==> src/rtl/prog_counter_pkg.sv <==
// Shared types for the educational CPU program counter.
package prog_counter_pkg;

  typedef enum logic [1:0] {
    IDLE = 2'd0,
    RUN  = 2'd1,
    STEP = 2'd2,
    HALT = 2'd3
  } state_t;

endpackage

==> src/rtl/rise_detect.sv <==
// Rising-edge detector for an already-debounced level input; reusable for any button.
module rise_detect (
  input  logic clk,
  input  logic rst,
  input  logic d,
  output logic pulse
);

  logic prev;

  always_ff @(posedge clk) begin
    if (rst) prev <= 1'b0;
    else     prev <= d;
  end

  assign pulse = d & ~prev;

endmodule

==> src/rtl/prog_counter.sv <==
// Program counter with free-run, single-step and jump-to-self halt detection.
module prog_counter
  import prog_counter_pkg::*;
#(
  parameter int unsigned     WIDTH     = 4,
  parameter logic [WIDTH-1:0] RESET_VAL = '0
) (
  input  logic             clk,
  input  logic             rst,
  input  logic             start,
  input  logic             mode_run,
  input  logic             en,
  input  logic             step_req,
  input  logic             jmp,
  input  logic             jmp_ok,
  input  logic [WIDTH-1:0] jmp_addr,
  output logic [WIDTH-1:0] pc,
  output logic             wrap,
  output logic             halted
);

  state_t           state;
  logic             step_pulse;
  logic             advance;
  logic             taken;
  logic             self_jump;
  logic [WIDTH-1:0] pc_inc;

  // History updates in every state so a button held on entry to STEP gives no pulse.
  rise_detect u_step_edge (
    .clk  (clk),
    .rst  (rst),
    .d    (step_req),
    .pulse(step_pulse)
  );

  always_comb begin
    advance = 1'b0;
    case (state)
      RUN:     advance = en;
      STEP:    advance = step_pulse;
      default: advance = 1'b0;
    endcase
    taken     = jmp & jmp_ok;
    pc_inc    = pc + WIDTH'(1);
    self_jump = advance & taken & (jmp_addr == pc);
  end

  always_ff @(posedge clk) begin
    if (rst) begin
      state  <= IDLE;
      pc     <= RESET_VAL;
      wrap   <= 1'b0;
      halted <= 1'b0;
    end else begin
      wrap <= 1'b0;
      if (advance) begin
        if (taken) begin
          pc <= jmp_addr;
        end else begin
          pc   <= pc_inc;
          wrap <= &pc;
        end
      end

      case (state)
        IDLE: begin
          if (start) state <= mode_run ? RUN : STEP;
        end
        RUN: begin
          if (self_jump) begin
            state  <= HALT;
            halted <= 1'b1;
          end else if (!mode_run) begin
            state <= STEP;
          end
        end
        STEP: begin
          if (self_jump) begin
            state  <= HALT;
            halted <= 1'b1;
          end else if (mode_run) begin
            state <= RUN;
          end
        end
        HALT: begin
          halted <= 1'b1;
        end
        default: begin
          state <= IDLE;
        end
      endcase
    end
  end

endmodule

==> config.mk <==
export PLATFORM = sky130hd
export DESIGN_NAME = prog_counter
export DESIGN_NICKNAME = d
export VERILOG_FILES = /design/src/rtl/prog_counter_pkg.sv /design/src/rtl/rise_detect.sv /design/src/rtl/prog_counter.sv
export SDC_FILE = /design/constraint.sdc
export NUM_CORES = 1
export LEC_CHECK = 0
export CAP_MARGIN = 20
export CORE_AREA = 2 2 42 44
export DETAILED_ROUTE_END_ITERATION = 8
export DIE_AREA = 0 0 44 46
export GPL_ROUTABILITY_DRIVEN = 0
export GPL_TIMING_DRIVEN = 0
export PLACE_DENSITY = 0.76
export SLEW_MARGIN = 40
export SYNTH_ARGS = -nofsm -noshare
export SYNTH_HDL_FRONTEND = slang
export SYNTH_SLANG_ARGS = --single-unit
==> constraint.sdc <==
create_clock -name clk -period 1.7 [get_ports clk]
set_clock_uncertainty 0.05 [all_clocks]
set_input_delay 0.425 -clock clk [delete_from_list [all_inputs] [get_ports clk]]
set_output_delay 0.425 -clock clk [all_outputs]
set_load 0.03 [all_outputs]
-- Word level (Yosys, flattened, before mapping)
Cells that the tools add are included.
- add/sub/neg operators: 1
- eq/ne operators: 8
- multiplexer cells: 11
- bitwise gates (word level): 6
- reductions and logical operators: 8
- operators with widths (cell ; count):
    2-bit two-way mux ; 6
    4-bit AND reduction ; 2
    3-bit != test, second input constant ; 2
    2-bit case mux with 3 select lines ; 1
    4-bit by 1-bit adder with 4-bit output, second input constant ; 1
    1-bit bitwise AND ; 4
    2-bit equality test, second input constant ; 2
    4-bit equality test ; 1
    4-bit two-way mux ; 1
    1-bit case mux with 2 select lines ; 2
    3-bit nonzero test ; 1
    3-bit OR reduction ; 1
    2-bit by 1-bit equality test with 1-bit output, second input constant ; 1
    2-bit zero test ; 1
    2-bit by 1-bit != test with 1-bit output, second input constant ; 1
    2-bit != test, second input constant ; 1
    1-bit NOT ; 2
    2-bit AND reduction ; 1
    2-bit nonzero test ; 1
    2-bit OR reduction ; 1
    1-bit two-way mux ; 1
- flip-flop bits (word level): 9
- logic and storage cells: 39

-- Depth between registers and ports, before layout
- word-level depth: 7
- mapped depth: 8

-- By module
From an unflattened synthesis, not the netlist that was laid out.
- cells, all modules: 75
- area, all modules: 605.6 µm²
- modules (own cells, without submodules) (module ; instances ; cells an instance ; area an instance (µm²)):
    prog_counter ; 1 ; 72 ; 558.0
    rise_detect ; 1 ; 3 ; 47.5

-- Worst setup path before layout
Ideal clock, no wire load.
- kind: flip-flop to flip-flop
- from: reg state[1]
- to: reg state[1]
- library setup time: 91 ps
- arrival time: 1729 ps
- data required time: 1559 ps
- path slack: -170 ps
- cell stages (with the launch flop): 9
- path buffers: 1
- period minus slack after synthesis: 1870 ps
- cells stage by stage: dfxtp_1 -> inv_1 -> ha_1 -> and4b_1 -> a31o_2 -> buf_6 -> nand3_2 -> o31a_1 -> a311oi_1
- longest elaborated chain between the ends: 6
- ends and longest elaborated chain (what ; line ; text):
    start, declared ; prog_counter.sv:22 ; state_t state;
    start signal, assigned ; prog_counter.sv:68 ; if (start) state <= mode_run ? RUN : STEP;
    2-bit equality test or 2-bit by 1-bit equality test with 1-bit output (tied branches) ; prog_counter.sv:39, prog_counter.sv:66 ;
    1-bit case mux with 2 select lines ; prog_counter.sv:39 ; case (state)
    1-bit bitwise AND (2 in a row) ; prog_counter.sv:46 ; self_jump = advance & taken & (jmp_addr == pc);
    3-bit != test (no source line), or another cell as far along ; - ;
    4-bit AND reduction (no source line) or 2-bit case mux with 3 select lines (tied branches) ; - ;
Parallel ways exist; a longest one is shown, timed or not.
A chain may end at the register's enable or synchronous reset.

-- Worst setup path in the final report
Ends and elaborated chain as after synthesis.

==> impl_metrics.toml <==
[status]
status = "finished with violations"
violations = "negative setup slack"

[routing]
first_pass_iters = 2
drt.antenna.violating_nets = 0
vias = 634
drt-wirelength-per-cell_um = 11.6
drc = 0
first_iter_violations = 1
totalWireLength_um = 1380
viasPerCell = 5.33

[setup_path]
crit_start = "state[1]"
cp.arrival_ns = 1.88
cpLargestDelayFamily = "compound AO/OA/AOI/OAI gates"
cp-start-kind = "flop"
cp-end-kind = "flop"
path_buf_inv = 2
critPathKind = "flop to flop"
crit_chain = "inv_2, ha_4, and4b_1, a31o_2, buf_6, nand3_2, o31a_1, a311oi_2"
cp.required_ns = 1.82
cp_slowest_stage_delay_ns = 0.35
slowest_stage = "dfxtp_2"
critical_path.max_fanout = 4
r2r_start = "state[1]"

[finish]
layout_common_cells = "11 x nand2_1, 10 x clkdlybuf4s50_1, 8 x buf_4"
diodes = 0
layout_commonest_cell = "nand2_1"
drive_gt1_share_pct = 24.5
fin_util_pct = 55.7
area_growth_pct = 48.0
finish.net_count = 120

[floorplanning]
coreArea_mm2 = 0.00161
fp.dieW_um = 44
fp.dieH_um = 46
rows = 15
start_util_pct = 37.6
io_pins = 18
dieArea_mm2 = 0.00202

[timing]
whs_ns = 0.465
slew_headroom_pct = 65.0
hold_violations = 0
grt_setup_unrepaired = "yes"
min_period_over_period_pct = 104
setup_viol = 4
worst_pin_slew_ns = 0.520
drv_slew = 0
setup_ws_ns = -0.0643
setup-tns-final_ns = -0.133
finalWorstPathRequiredPeriod_ns = 1.76
clock.fmax_mhz = 567

[synthesis]
syn_avg_cell_area_um2 = 8.20
ys_ff_latch = 9
syn_nets = 91
yosysTopAreaCellShare_pct = 29.7
synth_edf_count = 0
synthArstFlopShare_pct = 0
synth_area_um2 = 607
syn_inst = 74
synthFlopType = "dfxtp_1"
synth_area_leaders = "dfxtp_1 30%, ha_1 10%, nand2_1 6.8%, xor2_1 5.8%, a311oi_1 4.3%"
synth.distinct_cells = 27
ys_seq_area_share_pct = 29.7
synth_top_area_cell = "dfxtp_1"
yosys_warnings = 0

[grt]
grt_pass1_wl_um = 2200
grt_max_degree = 11
grt_util_all_layers_pct = 15.1
overflow = 0
antenna_found_initial = 0
grt_pass1_vias = 541

[pwr]
p_total_w = 0.000868
p_leak_nw = 0.394
vdd_drop_max_v = 0.000490
power_density_mw_per_mm2 = 966

[clock_tree]
clockRootBuffer = "clkbuf_4"
postCtsHoldBufs = 0
clock_sinks = 9
tritoncts = "done"
clkTransAtPathRegs_ns = 0.06
numCtsBuffers = 3
clock_path_buffers = 2
clock_latency_ns = 0.26
cts_max_level = 1

[placed_design]
place_hpwl_um = 991
place_ws_ns = -0.375
io_buffers = 16

[min_path]
hold_path.startpoint = "pc[3]"
hold_path_class = "flop to flop"

[run]
maxCapViolCount = 0
[metal layers]
metal / routed length, um / share of wire (%) / track usage, %
met1: 635 / 46 / 17.5
met2: 623 / 45 / 24.1
met3: 71 / 5.2 / 2.38
met4: 44 / 3.2 / 12.7
met5: 0 / 0 / 0
[logic make-up after synthesis]
group           share of synthesized area (%)
compound gates                           23.9
xor+xnor                                 5.77
fa+ha+maj                                10.3
buf+inv                                  6.19
flops                                    29.7
mux                                      1.65
simple gates                             22.5
[cell type report]
class	instances	area, um^2
buffer	3	18.8
inverter	5	18.8
sequential	9	183
fill	166	716
multi-input combinational	57	418
clock buffer	4	26.3
tap	17	21.3
timing repair buffer	24	213
[where the power goes]
group / internal, W / leakage [nW] / switching [W]
logic: 0.000213 / 0.305 / 0.000221
clock network: 0.0000904 / 0.0150 / 0.0000738
registers: 0.000241 / 0.0740 / 0.0000283
total: 0.000545 / 0.394 / 0.000323
[tightest hold or removal path: stages (launching register included)]
cell and delay (ns):
dfxtp_1 0.35, nand2_1 0.08, nor4_1 0.04
[worst paths after layout]
path | cells after the start | endpoint | slack [ns]
worst max-delay path | 8 | state[1] | -0.06
worst min-delay path | 2 | wrap | 0.47
worst max register to register | 8 | state[1] | -0.06
worst min register to register | 2 | wrap | 0.47
[per-stage QoR]
| step | instance area (um^2) | cells |
|---|---|---|
| finish | 898 | 119 |
| detailed placement | 803 | 107 |
| global route | 898 | 119 |
| floorplan | 622 | 74 |
| CTS | 875 | 118 |
| global placement | 803 | 107 |
[Yosys cell counts, types with 2 or more instances]
master,number
xor2_1,4
a31oi_1,2
nand2_1,11
clkbuf_1,2
inv_1,5
ha_1,5
nor2_1,6
nor2b_1,2
a31o_2,2
dfxtp_1,9
a21oi_1,4
o21ai_0,4
a311oi_1,3
a22oi_1,2
[sequential cells by signal, summed over array words and instances (netlist names)]
| name | count |
|---|---|
| halted | 1 |
| pc | 4 |
| state | 2 |
| u_step_edge.prev | 1 |
| wrap | 1 |
[repair_timing]
item / CTS / global route
setup buffers: 7 / 1
pin swaps: 2 / 3
gates resized for setup: 6 / 6
gates cloned: 0 / 0
setup endpoints to repair: 9 / 6
Power figures use the tool's default switching activity.
